--- config.mk ---
export PLATFORM = sky130hd
export DESIGN_NAME = fb_arbiter
export DESIGN_NICKNAME = d
export VERILOG_FILES = /design/src/rtl/fb_arbiter.sv
export SDC_FILE = /design/constraint.sdc
export NUM_CORES = 1
export LEC_CHECK = 0
export BUFFER_PORTS_ARGS = -buffer_cell sky130_fd_sc_hd__buf_2
export CAP_MARGIN = 20
export CORE_AREA = 2 2 245 247
export CTS_CLUSTER_SIZE = 8
export DETAILED_ROUTE_END_ITERATION = 16
export DIE_AREA = 0 0 247 249
export PLACE_DENSITY_LB_ADDON = 0.1
export SLEW_MARGIN = 10
export SYNTH_ARGS = -nofsm -noshare
export SYNTH_HDL_FRONTEND = slang
export SYNTH_SLANG_ARGS = --single-unit
--- constraint.sdc ---
create_clock -name clk -period 4.2 [get_ports clk]
set_clock_uncertainty 0.2 [all_clocks]
set_input_delay 0.42 -clock clk [delete_from_list [all_inputs] [get_ports clk]]
set_output_delay 0.42 -clock clk [all_outputs]
set_load 0.02 [all_outputs]
--- src/rtl/fb_arbiter.sv ---
// fb_arbiter: arbitrates the single DDR2 frame-buffer command port between
// the display scanout reader (fixed priority) and the ray-tracer pixel writer.
// At most one transaction is outstanding at any time. A starvation counter
// forces a render write through after STARVE_LIMIT consecutive display grants.
//
// Optional feature: define FB_ARB_WDOG_EN to enable the read-return watchdog.
// It aborts a read after WDOG_CYCLES cycles in RD_WAIT, sets the sticky err
// flag and returns zero data. When the macro is undefined, err is tied low and
// no counter logic is generated.

module fb_arbiter #(
  parameter int ADDR_W       = 27,
  parameter int DATA_W       = 128,
  parameter int STARVE_LIMIT = 8,
  parameter int WDOG_CYCLES  = 1024
) (
  input  logic                  clk,
  input  logic                  rst,
  // display read requester
  input  logic                  disp_req,
  input  logic [ADDR_W-1:0]     disp_addr,
  output logic                  disp_gnt,
  output logic                  disp_valid,
  output logic [DATA_W-1:0]     disp_rdata,
  // render write requester
  input  logic                  rt_req,
  input  logic [ADDR_W-1:0]     rt_addr,
  input  logic [DATA_W-1:0]     rt_wdata,
  input  logic [DATA_W/8-1:0]   rt_wmask,
  output logic                  rt_gnt,
  // frame-buffer memory interface
  output logic [ADDR_W-1:0]     mem_addr,
  output logic [2:0]            mem_cmd,
  output logic                  mem_read_en,
  output logic                  mem_write_en,
  output logic [DATA_W-1:0]     mem_wdata,
  output logic [DATA_W/8-1:0]   mem_wmask,
  input  logic                  mem_rdy,
  input  logic                  mem_valid,
  input  logic [DATA_W-1:0]     mem_dout,
  // status
  output logic                  err
);

  localparam logic [2:0] CMD_WR = 3'b000;
  localparam logic [2:0] CMD_RD = 3'b001;

  localparam int                CNT_W   = $clog2(STARVE_LIMIT + 1);
  localparam logic [CNT_W-1:0] LIMIT_C = CNT_W'(STARVE_LIMIT);

  typedef enum logic [1:0] {
    IDLE     = 2'd0,
    RD_ISSUE = 2'd1,
    RD_WAIT  = 2'd2,
    WR_ISSUE = 2'd3
  } state_t;

  state_t           r_state;
  logic [CNT_W-1:0] r_starve_cnt;
  logic             w_disp_wins;
  logic             w_starved;

`ifdef FB_ARB_WDOG_EN
  localparam int                 WD_W     = $clog2(WDOG_CYCLES + 1);
  localparam logic [WD_W-1:0]    WD_LAST  = WD_W'(WDOG_CYCLES - 1);
  logic [WD_W-1:0] r_wdog_cnt;
  logic            r_err;
  assign err = r_err;
`else
  assign err = 1'b0;
`endif

  // Grants are combinational so the requester sees acceptance in the same
  // cycle the memory takes the command.
  assign disp_gnt = (r_state == RD_ISSUE) && mem_rdy;
  assign rt_gnt   = (r_state == WR_ISSUE) && mem_rdy;

  // Display keeps priority until the renderer has been passed over
  // STARVE_LIMIT times in a row.
  assign w_starved   = (r_starve_cnt >= LIMIT_C);
  assign w_disp_wins = disp_req && (!w_starved || !rt_req);

  // Main FSM with registered memory-side outputs and read-return capture.
  always_ff @(posedge clk) begin
    if (!rst) begin
      r_state      <= IDLE;
      mem_addr     <= '0;
      mem_cmd      <= '0;
      mem_read_en  <= 1'b0;
      mem_write_en <= 1'b0;
      mem_wdata    <= '0;
      mem_wmask    <= '0;
      disp_valid   <= 1'b0;
      // NOTE: the wide data registers are reset too, because the outputs
      // must read as zero while reset is applied, not just the control bits.
      disp_rdata   <= '0;
`ifdef FB_ARB_WDOG_EN
      r_wdog_cnt   <= '0;
      r_err        <= 1'b0;
`endif
    end else begin
      // NOTE: every state register here uses <= so all updates see the
      // pre-edge values, exactly like the flops they become.
      disp_valid <= 1'b0;
      unique case (r_state)
        IDLE: begin
          if (w_disp_wins) begin
            mem_addr    <= disp_addr;
            mem_cmd     <= CMD_RD;
            mem_read_en <= 1'b1;
            r_state     <= RD_ISSUE;
          end else if (rt_req) begin
            mem_addr     <= rt_addr;
            mem_wdata    <= rt_wdata;
            mem_wmask    <= rt_wmask;
            mem_cmd      <= CMD_WR;
            mem_write_en <= 1'b1;
            r_state      <= WR_ISSUE;
          end
        end

        RD_ISSUE: begin
          if (mem_rdy) begin
            mem_read_en <= 1'b0;
            r_state     <= RD_WAIT;
`ifdef FB_ARB_WDOG_EN
            r_wdog_cnt  <= '0;
`endif
          end
        end

        RD_WAIT: begin
          if (mem_valid) begin
            disp_rdata <= mem_dout;
            disp_valid <= 1'b1;
            r_state    <= IDLE;
`ifdef FB_ARB_WDOG_EN
          end else if (r_wdog_cnt == WD_LAST) begin
            // Give up on the read: flag it and hand back zero data.
            r_err      <= 1'b1;
            disp_rdata <= '0;
            disp_valid <= 1'b1;
            r_state    <= IDLE;
          end else begin
            r_wdog_cnt <= r_wdog_cnt + 1'b1;
`endif
          end
        end

        WR_ISSUE: begin
          if (mem_rdy) begin
            mem_write_en <= 1'b0;
            r_state      <= IDLE;
          end
        end

        default: r_state <= IDLE;
      endcase
    end
  end

  // Starvation counter: counts display grants taken while a write waits.
  always_ff @(posedge clk) begin
    if (!rst) begin
      r_starve_cnt <= '0;
    end else if (rt_gnt) begin
      r_starve_cnt <= '0;
    end else if ((r_state == IDLE) && !rt_req) begin
      r_starve_cnt <= '0;
    end else if (disp_gnt && rt_req && !w_starved) begin
      r_starve_cnt <= r_starve_cnt + 1'b1;
    end
  end

endmodule
Word-level counts from Yosys, hierarchy flattened
Index checks and enable logic that the tools add are counted.

Register bits after elaboration: 311. Word-level logic and storage cells: 62.

Add/subtract/negate cells: 1. Magnitude comparators: 1. Equal/unequal tests: 10. Multiplexer cells: 17. Bitwise logic cells: 2. Reduce and logical (&&, ||, !) cells: 21.

Operator list (number): 27-bit two-way mux (2); 2-bit != test (second input constant) (6); 2-bit two-way mux (5); 2-bit case mux with 4 select lines (1); 4-bit AND reduction (2); 1-bit logical AND (6); 3-bit two-way mux (2); 2-bit AND reduction (3); 3-bit AND reduction (2); 2-bit nonzero test (3); 1-bit two-way mux (5); 4-bit by 1-bit adder with 4-bit output (second input constant) (1); 2-bit equality test (second input constant) (2); 4-bit greater-or-equal comparator (second input constant) (1); 1-bit case mux with 2 select lines (2); 3-bit != test (second input constant) (1); 3-bit OR reduction (1); 2-bit by 1-bit equality test with 1-bit output (second input constant) (1); 1-bit logical NOT (2); 2-bit logical NOT (1); 1-bit NOT (2); 1-bit logical OR (1).

Depth between registers and ports, before layout
Gate-level depths: netlist of run 1.

Depth after elaboration: 6. Depth in mapped cells: 7. Gate-level depth less buffers: 4.

Least setup slack after synthesis of run 1
No wires, ideal clock.

Path kind: input-to-reg. Start: input rt_req. End: register mem_wdata[100]. Library setup time: 0.132 ns. Arrival time: 1.465 ns. Path slack: 2.403 ns. Cell stages on the path: 7. Buffers on the path: 4. Cell sequence: buf_4 or3b_1 buf_6 buf_12 buf_8 o21ai_1 a21oi_1.

Word-level cells in the longest chain between the ends: 5.

Ends and longest elaborated chain: start: declaration (line 26) `input logic rt_req,`; 1-bit logical NOT (line 81) `assign w_disp_wins = disp_req && (!w_starved || !rt_req);`; 1-bit logical OR (line 81); 1-bit logical AND (line 81); 1-bit NOT (no line); 3-bit AND reduction (no line) (*); end signal: assignment (line 114) `mem_wdata <= rt_wdata;`; end: declaration (line 36) `output logic [DATA_W-1:0] mem_wdata,`.

Mark *: on every way between the ends. The rest lies on a longest branch, timed or not. A chain may end at the register's enable or synchronous reset.

Worst setup path after layout of run 1
Start: register r_state[1]. End: register mem_addr[0].

Word-level cells in the longest chain between the ends: 2.

Ends and longest elaborated chain: start: declaration (line 58) `state_t r_state;`; start signal: assignment (line 86) `r_state <= IDLE;`; start signal: assignment (line 111) `r_state <= RD_ISSUE;`; start signal: assignment (line 118) `r_state <= WR_ISSUE;`; 2-bit logical NOT (line 105) `unique case (r_state)`; 2-bit AND reduction (no line); end signal: assignment (line 108) `mem_addr <= disp_addr;`; end signal: assignment (line 113) `mem_addr <= rt_addr;`; end: declaration (line 32) `output logic [ADDR_W-1:0] mem_addr,`.

No other way between the ends.

==> results of run 1 <==
-- layout make-up --
type | count | area [µm²]
inverters | 5 | 26.3
repair buffers | 987 | 6730
well taps | 773 | 967
multi-input cells | 973 | 4690
fillers | 6339 | 38900
flip-flops and latches | 309 | 6190
clock buffers | 49 | 1150
clock inverters | 3 | 26.3
-- sequential cells by signal, summed over array words and instances, names as in the netlist --
signal	count
mem_write_en	1
disp_valid	1
mem_addr	27
r_starve_cnt	4
mem_cmd	1
mem_read_en	1
r_state	2
mem_wmask	16
disp_rdata	128
mem_wdata	128
-- tightest hold or removal path: cells and delay by family --
kind / cells / cell delay (ps)
buffers and inverters: 1 / 130
AOI/OAI and AO/OA: 1 / 170
and+or+nand+nor: 1 / 70
-- per-layer routing --
layer,GRT usage [%],part of all wire (%)
met1,18.7,40
met2,28.7,51
met3,4.04,6.4
met4,5.18,2.7
met5,0,0
-- kinds of logic (layout without fill, tap and decap cells) --
kind of cell	after synthesis	after routing	share of synthesized area, %
compound gates	486	486	22.2
fa+ha+maj	2	2	0.216
buf+inv	151	1044	6.64
flops	309	309	53.3
other cells	1	3	0.0323
simple gates	482	482	17.7
-- cell usage in the layout, fill, tap and decap left out, drive strengths merged, types with 2 or more instances in the layout --
cell type,count
a21oi,305
ha,2
nand2b,2
buf,660
o21ai,148
conb,3
inv,7
nand2,313
or3b,2
dfxtp,309
nand3,148
a311oi,27
nor2,5
clkbuf,49
dlygate4sd3,327
nor2b,2
-- timing repair --
action                                 CTS  global route
hold buffers                           327             0
setup endpoints to repair                0             0
buffers inserted                         0             0
endpoints found under the hold margin  302             0
-- through the flow --
stage / hold slack (ps) / instance area, µm² / setup WS (ps) / cells
2_1_floorplan: 258 / 11600 / 2400 / 1433
3_3_place_gp: 240 / 15300 / 1550 / 2719
3_5_place_dp: 243 / 15300 / 1640 / 2720
4_1_cts: 55.2 / 19800 / 1440 / 3099
5_1_grt: 87.1 / 19800 / 1330 / 3099
6_report: 81.7 / 19800 / 1450 / 3099
-- final timing paths --
| path | from | to | slack, ps | cells past startpoint |
|---|---|---|---|---|
| worst max-delay path | r_state[1] | mem_addr[0] | 1450 | 6 |
| worst min-delay path | mem_rdy | r_state[0] | 80 | 3 |
| worst max register to register | r_state[1] | mem_addr[0] | 1450 | 6 |
| worst min register to register | disp_rdata[31] | disp_rdata[31] | 250 | 2 |
-- power groups by stage --
stage	registers [mW]	clock network [mW]	logic (mW)
after floorplan	3.47	0	0.543
after global routing	3.23	3.47	1.67
after CTS	3.21	3.35	1.56
after global placement	3.27	0	1.26
final	3.21	3.22	1.54
after detailed placement	3.27	0	1.27
-- synth_stat cells, types with 3 or more instances --
cell type,n,area (µm²)
a21oi_1,305,1530
a311oi_1,27,236
buf_1,6,22.5
buf_2,62,310
buf_4,5,37.5
buf_8,6,90.1
clkbuf_1,57,214
clkbuf_2,7,35.0
dfxtp_1,309,6190
inv_1,4,15.0
nand2_1,313,1170
nand3_1,148,741
nor2_1,5,18.8
o21ai_0,88,440
o21ai_1,57,285
o21ai_2,3,26.3
==> impl_metrics.json, run 1 <==
{
  "outcome": "finished clean",
  "hold_viol_final": 0,
  "leakagePower_nw": 8.62,
  "utilization_pct": 33.7,
  "setup_viol": 0,
  "root_buffer": "clkbuf_16",
  "die_y_um": 249,
  "yosysWarnings": 0,
  "ys_types": 41,
  "dp.final_hpwl_um": 35500,
  "grt_pass1_vias": 13600,
  "rows": 89,
  "finalCriticalPeriod_ps": 2750,
  "post-route-period-util_pct": 65.6,
  "ant_nets": 0,
  "synthToLayoutAreaGrowth_pct": 70.4,
  "crit_buf_inv": 3,
  "worstPathArrival_ps": 2990,
  "p_comb_share_pct": 19.3,
  "p_total_mw": 7.97,
  "gp_congestion": 0.804,
  "num_vias": 13500,
  "layout-drive-gt1-share_pct": 31.0,
  "slew_headroom_pct": 33.7,
  "portBuffers": 636,
  "p_switching_mw": 2.30,
  "clock_path_buffers": 3,
  "drt_pass1_iterations": 4,
  "worst_slew_pin_slew_ps": 995,
  "hold_class": "primary input to flip-flop",
  "coreArea_um2": 58700,
  "crit_type": "flip-flop to flip-flop",
  "grt_pass1_wl_um": 78600,
  "grt_max_degree": 146,
  "vias_per_cell": 4.35,
  "p_clk_share_pct": 40.4,
  "clk_latency_ps": 560,
  "ios": 640,
  "antenna_cells": 0,
  "initial_core_util_pct": 19.8,
  "maxCapViolCount": 0,
  "netlist_area_um2": 11600,
  "max_freq_mhz": 363,
  "maxSlewViolCount": 0,
  "worst-path-max-fanout": 29,
  "clock_sinks": 309,
  "syn_inst": 1431,
  "drtIter0Drc": 620,
  "cts_tree": "done",
  "rsz0062_at_grt": "no",
  "cellPowerDensity_nw_per_um2": 403,
  "grt_use_total_pct": 16.1,
  "ys.flop_type": "dfxtp_1",
  "syn_avg_cell_area_um2": 8.11,
  "path_clk_slew_ps": 50,
  "ys_seq_elements": 309,
  "htreeDepth": 2,
  "end_kind": "flip-flop",
  "p_int_mw": 5.67,
  "cp_slowest_cell": "and2_1",
  "max-vdd-ir-drop_v": 0.000227,
  "synth-edff-count": 0,
  "cpPeakStageDelay_ps": 610,
  "synth_seq_area_share_pct": 53.3,
  "setup_tns_ps": 0,
  "swShare_pct": 28.9,
  "nets": 2655,
  "cp-start-kind": "flip-flop",
  "path_delay_family": "buffers and inverters",
  "cts_resized": 0,
  "wl_per_cell_um": 17.0,
  "pwr-share-seq_pct": 40.3,
  "cp.required_ps": 4430,
  "die_w_um": 247,
  "dieArea_um2": 61500,
  "drt-total-wl_um": 52500,
  "antenna_found_initial": 1,
  "drc": 0,
  "async_flop_share_pct": 0,
  "path_cells": "nor2_2, buf_4, and2_1, buf_16, a311oi_1, dlygate4sd3_1",
  "gr-total-overflow": 0,
  "cts_made_buffers": 45
}
Note: power is estimated with default switching activity, not from simulation.
==> run 2: changes to the inputs <==
clock period = 2.85 ns   (was 4.2 ns; I/O delays follow)
==> run 2 against run 1 <==
Compared with the run above:
- sequential share of layout area down 0.58 points
- first-iteration DRC count is 10% lower
- flip-flop and latch count stayed put
- critical endpoint is now mem_addr[8]
- largest cell class unchanged
- highest routed layer is now met5
==> impl_metrics.json, run 2 (synthesized netlist as in run 1, its figures left out) <==
{
  "num_vias": 13700,
  "cts_tree": "done",
  "coreArea_um2": 58700,
  "leakagePower_nw": 8.82,
  "cp_slowest_cell": "a21bo_2",
  "clock_path_buffers": 3,
  "root_buffer": "clkbuf_16",
  "rsz0062_at_grt": "no",
  "maxSlewViolCount": 0,
  "antenna_found_initial": 1,
  "crit_type": "flip-flop to flip-flop",
  "end_kind": "flip-flop",
  "cp.required_ps": 3150,
  "grt_pass1_vias": 13800,
  "drt_pass1_iterations": 4,
  "cts_made_buffers": 44,
  "initial_core_util_pct": 19.8,
  "cpPeakStageDelay_ps": 570,
  "path_clk_slew_ps": 50,
  "ios": 640,
  "cp-start-kind": "flip-flop",
  "clock_sinks": 309,
  "setup_viol": 0,
  "top_regs": "disp_rdata x128, mem_wdata x128, mem_addr x27",
  "slew_headroom_pct": 42.5,
  "max-vdd-ir-drop_v": 0.000349,
  "gr-total-overflow": 0,
  "portBuffers": 636,
  "drtIter0Drc": 558,
  "worstPathArrival_ps": 2700,
  "drt-total-wl_um": 53200,
  "layout-drive-gt1-share_pct": 31.8,
  "wl_per_cell_um": 17.0,
  "fin_ws_ps": 446,
  "grt_max_degree": 91,
  "maxCapViolCount": 0,
  "rows": 89,
  "grt_pass1_wl_um": 80200,
  "hold_class": "primary input to flip-flop",
  "dp.final_hpwl_um": 37500,
  "outcome": "finished clean",
  "drc": 0,
  "finalCriticalPeriod_ps": 2400,
  "path_cells": "a21bo_2, nand2_1, a311oi_1, dlygate4sd3_1",
  "dieArea_um2": 61500,
  "setup_tns_ps": 0,
  "final_common_cell": "buf_2",
  "worst_slew_pin_slew_ps": 851,
  "die_y_um": 249,
  "place_ws_ps": 713,
  "worst-path-max-fanout": 27,
  "cellPowerDensity_nw_per_um2": 585,
  "die_w_um": 247,
  "vias_per_cell": 4.37,
  "nets": 2687,
  "htreeDepth": 2,
  "ant_nets": 0,
  "cts_setup_buffers": 0,
  "grt_use_total_pct": 16.5,
  "post-route-period-util_pct": 84.4,
  "max_freq_mhz": 416,
  "gp_congestion": 0.791,
  "mostFrequentLayoutCells": "buf_2 (636), dlygate4sd3_1 (331), nand2_1 (313)",
  "synthToLayoutAreaGrowth_pct": 73.6,
  "clk_latency_ps": 550,
  "antenna_cells": 0,
  "hold_viol_final": 0
}
-- run 2: cell types whose count changed in the layout (fill, tap and decap cells not counted), sizes merged --
cell,before,now
buf,660,689
dlygate4sd3,327,331
clkbuf,49,48
clkinv,1,0
-- run 2: final timing paths --
path                            cells past startpoint         endpoint             from  slack [ps]
worst min-delay path                                4  r_starve_cnt[2]           rt_req          60
worst min register to register                      2  disp_rdata[100]  disp_rdata[100]         250
worst max register to register                      4      mem_addr[8]  r_starve_cnt[3]         450
worst max-delay path                                4      mem_addr[8]  r_starve_cnt[3]         450
-- run 2: where the power goes --
group | internal (mW) | switching, mW
sequential | 4.59 | 0.136
combinational | 1.02 | 1.34
clock | 2.78 | 1.92
total | 8.39 | 3.40
-- run 2: cell type report --
| type | count | area (µm²) |
|---|---|---|
| clock buffer | 48 | 1140 |
| tap | 773 | 967 |
| multi-input combinational | 973 | 4690 |
| clock inverter | 2 | 17.5 |
| inverter | 5 | 26.3 |
| fill | 6338 | 38500 |
| timing repair buffer | 1020 | 7130 |
| sequential | 309 | 6190 |
-- run 2: critical path, delay by kind of cell, from the launching register on --
family / cells / cell delay [ps]
AOI/OAI and AO/OA: 2 / 860
buffers and inverters: 1 / 570
and+or+nand+nor: 1 / 180
DFF: 1 / 520
-- run 2: repair_timing --
action	CTS	global route
hold buffers	331	0
hold endpoints to repair	305	0
resized for setup	0	0
-- run 2: per-layer routing --
layer  wire (µm)  up-vias  GRT usage, %
met5          13        -             0
li1            -     6731             -
met4        1740        2          5.90
met3        3810       97          4.40
met1       21200     6439          19.1
met2       26400      424          28.9
-- run 2: stage by stage --
step	area, µm²	std cells	total power [mW]	utilization [%]	hold slack, ps
2_1_floorplan	11600	1433	5.92	-	203
4_1_cts	20100	3130	12.0	34.3	18.9
3_5_place_dp	15700	2749	6.77	26.7	244
5_1_grt	20100	3130	12.4	34.3	67.0
6_report	20100	3130	11.8	34.3	62.8
3_3_place_gp	15700	2748	6.75	26.7	239
==> run 3: changes to the inputs <==
ABC_AREA = 1   (was not set)
CORE_AREA = 2 2 249 251   (was 2 2 245 247)
DIE_AREA = 0 0 251 253   (was 0 0 247 249)
clock period = 2.1 ns   (was 2.85 ns; I/O delays follow)
==> run 3 against run 2 <==
Compared with the run above:
- hold slack better by 180 ps
- wire length down 8.9%
- final cell count increased by 4.3%
- flip-flop and latch count unchanged
- register-to-register slack got worse by 330 ps
- critical path type unchanged
- largest cell class unchanged
- highest routed layer unchanged
==> impl_metrics.json, run 3 <==
{
  "outcome": "finished clean",
  "place_area_um2": 15500,
  "fin_ws_ps": 118,
  "hp-start": "disp_rdata[122]",
  "post-route-period-util_pct": 94.4,
  "ys_seq_elements": 309,
  "vias_per_cell": 3.98,
  "hold_viol_final": 0,
  "synth_compound_area_share_pct": 19.4,
  "cp_slowest_cell": "dlygate4sd3_1",
  "top_regs": "disp_rdata x128, mem_wdata x128, mem_addr x27",
  "setup_viol": 0,
  "mostFrequentLayoutCells": "buf_2 (635), nand2_1 (362), dlygate4sd3_1 (360)",
  "ant_nets": 0,
  "max-vdd-ir-drop_v": 0.000469,
  "grt_use_total_pct": 14.3,
  "hold_depth": 2,
  "grt_max_degree": 80,
  "layout.cells.non_filler": 3264,
  "synth.largest_area_cell": "dfxtp_1",
  "yosysWarnings": 0,
  "timing.rr.end": "mem_wdata[123]",
  "rsz0062_at_grt": "yes",
  "coreArea_um2": 61000,
  "max_freq_mhz": 504,
  "netlist_area_um2": 11300,
  "cts_made_buffers": 45,
  "worst_slew_pin_slew_ps": 642,
  "path_clk_slew_ps": 50,
  "cp-start-kind": "flip-flop",
  "clk_latency_ps": 550,
  "r2r_start": "r_state[0]",
  "synthSimpleGateAreaFrac_pct": 15.5,
  "synth_seq_area_share_pct": 54.9,
  "final_common_cell": "buf_2",
  "synth_top_area_share_pct": 54.9,
  "end_kind": "flip-flop",
  "async_flop_share_pct": 0,
  "portBuffers": 636,
  "ys_types": 21,
  "drc": 0,
  "cp.required_ps": 2390,
  "antenna_cells": 0,
  "finalCriticalPeriod_ps": 1980,
  "layout-drive-gt1-share_pct": 29.7,
  "syn_avg_cell_area_um2": 7.58,
  "synth-edff-count": 0,
  "reg2reg_depth": 6,
  "crit_type": "flip-flop to flip-flop",
  "dp_cells": 2843,
  "num_vias": 13000,
  "nets": 2801,
  "synthAdderAreaFrac_pct": 0.222,
  "ys.flop_type": "dfxtp_1",
  "dieArea_um2": 63500,
  "r2r_setup_slack_ps": 120,
  "synthMuxAreaShare_pct": 0,
  "initial_core_util_pct": 18.5,
  "synth.area.top_cells": "dfxtp_1 (55%), a21oi_1 (12%), nand2_1 (12%)",
  "cts_tree": "done",
  "rows": 91,
  "yosys-top-cells-count": "nand2_1 (362), dfxtp_1 (309), a21oi_1 (281)",
  "cellPowerDensity_nw_per_um2": 810,
  "final_area_um2": 20400,
  "yosysMostFrequentCell": "nand2_1",
  "synth_top_family_by_area": "compound AO/OA/AOI/OAI gates",
  "htreeDepth": 2,
  "gr-total-overflow": 0,
  "drt-total-wl_um": 48400,
  "die_w_um": 251,
  "wl_per_cell_um": 14.8,
  "clock_sinks": 309,
  "worstPathArrival_ps": 2270,
  "grt_pass1_wl_um": 71600,
  "maxSlewViolCount": 0,
  "maxCapViolCount": 0,
  "drt_pass1_iterations": 4,
  "hold_class": "flip-flop to flip-flop",
  "whs_ps": 238,
  "place_ws_ps": 314,
  "dp.final_hpwl_um": 33900,
  "root_buffer": "clkbuf_16",
  "worst-path-max-fanout": 16,
  "drtIter0Drc": 520,
  "synth-xor-area-share_pct": 0,
  "utilization_pct": 33.4,
  "clock_path_buffers": 3,
  "synthToLayoutAreaGrowth_pct": 80.9,
  "cpPeakStageDelay_ps": 560,
  "die_y_um": 253,
  "gp_congestion": 0.782,
  "path_cells": "nor2_2, nand3_4, inv_6, nand2_1, dlygate4sd3_1, a21oi_1",
  "hold_end": "disp_rdata[122]",
  "antenna_found_initial": 1,
  "slew_headroom_pct": 57.2,
  "leakagePower_nw": 9.35,
  "syn_inst": 1486,
  "grt_pass1_vias": 12900,
  "ios": 640
}
==> run 3: cell count changes in the layout (fill, tap and decap cells not counted), moves of 4 or more <==
cell,change
nand3_1,-137
dlygate4sd3_1,+29
a311oi_1,-27
buf_4,-11
nor2_1,+77
inv_1,+163
buf_12,-4
o21ai_0,+66
nand2_1,+49
a21oi_1,-24
o21ai_1,-54
==> run 3: worst max-delay path: cells and delay by family (launching register included) <==
family	cells	cell delay, ps
buffers and inverters	2	780
AND/OR/NAND/NOR	3	460
flip-flops	1	340
AO/OA/AOI/OAI	1	110
==> run 3: logic make-up (layout without fill, tap and decap cells) <==
| logic type | after synthesis | in the layout |
|---|---|---|
| and+or+nand+nor | 460 | 461 |
| AOI/OAI and AO/OA | 438 | 438 |
| DFF | 309 | 309 |
| buffers and inverters | 276 | 1261 |
| adders and majority gates | 2 | 2 |
| other | 1 | 3 |
==> run 3: worst max-delay path by stage <==
stage,from,endpoint,slack [ps],cells after the start
global route,r_state[0],mem_wmask[2],-30,6
floorplan,r_state[1],mem_addr[10],530,7
finish,r_state[0],mem_wdata[123],120,6
global placement,r_state[0],mem_wdata[12],330,6
CTS,r_state[1],disp_rdata[107],10,6
detailed placement,r_state[0],mem_wdata[104],310,6
==> run 3: cell type report <==
class                           count  area (µm²)
Multi-Input combinational cell    904        4020
Inverter                          171         649
Sequential cell                   309        6190
Tap cell                          790         988
Clock buffer                       51        1190
Timing Repair Buffer             1036        7310
Clock inverter                      3        43.8
Fill cell                        6623       40600
==> run 3: power by group <==
group / switching, mW / internal, mW
logic: 1.85 / 1.42
registers: 0.216 / 6.32
clock network: 2.66 / 4.05
==> run 3: metal layers <==
metal	GRT usage, %	up-vias	part of all wire, %
met2	25.0	429	49
met5	0	-	0.023
li1	-	6640	-
met3	4.67	99	7.6
met4	5.82	2	3.7
met1	15.9	5837	40
==> run 3: repair_timing <==
action	in CTS	in global routing
resized for setup	0	7
hold endpoints to repair	309	0
hold buffers	360	0
setup endpoints to repair	0	23
buffers inserted	0	5
==> run 3: per-stage QoR <==
step	setup TNS, ps	power [mW]
finish	0	16.5
global route	-38.5	17.4
CTS	0	16.8
detailed placement	0	9.36
global placement	0	9.34
floorplan	0	8.13
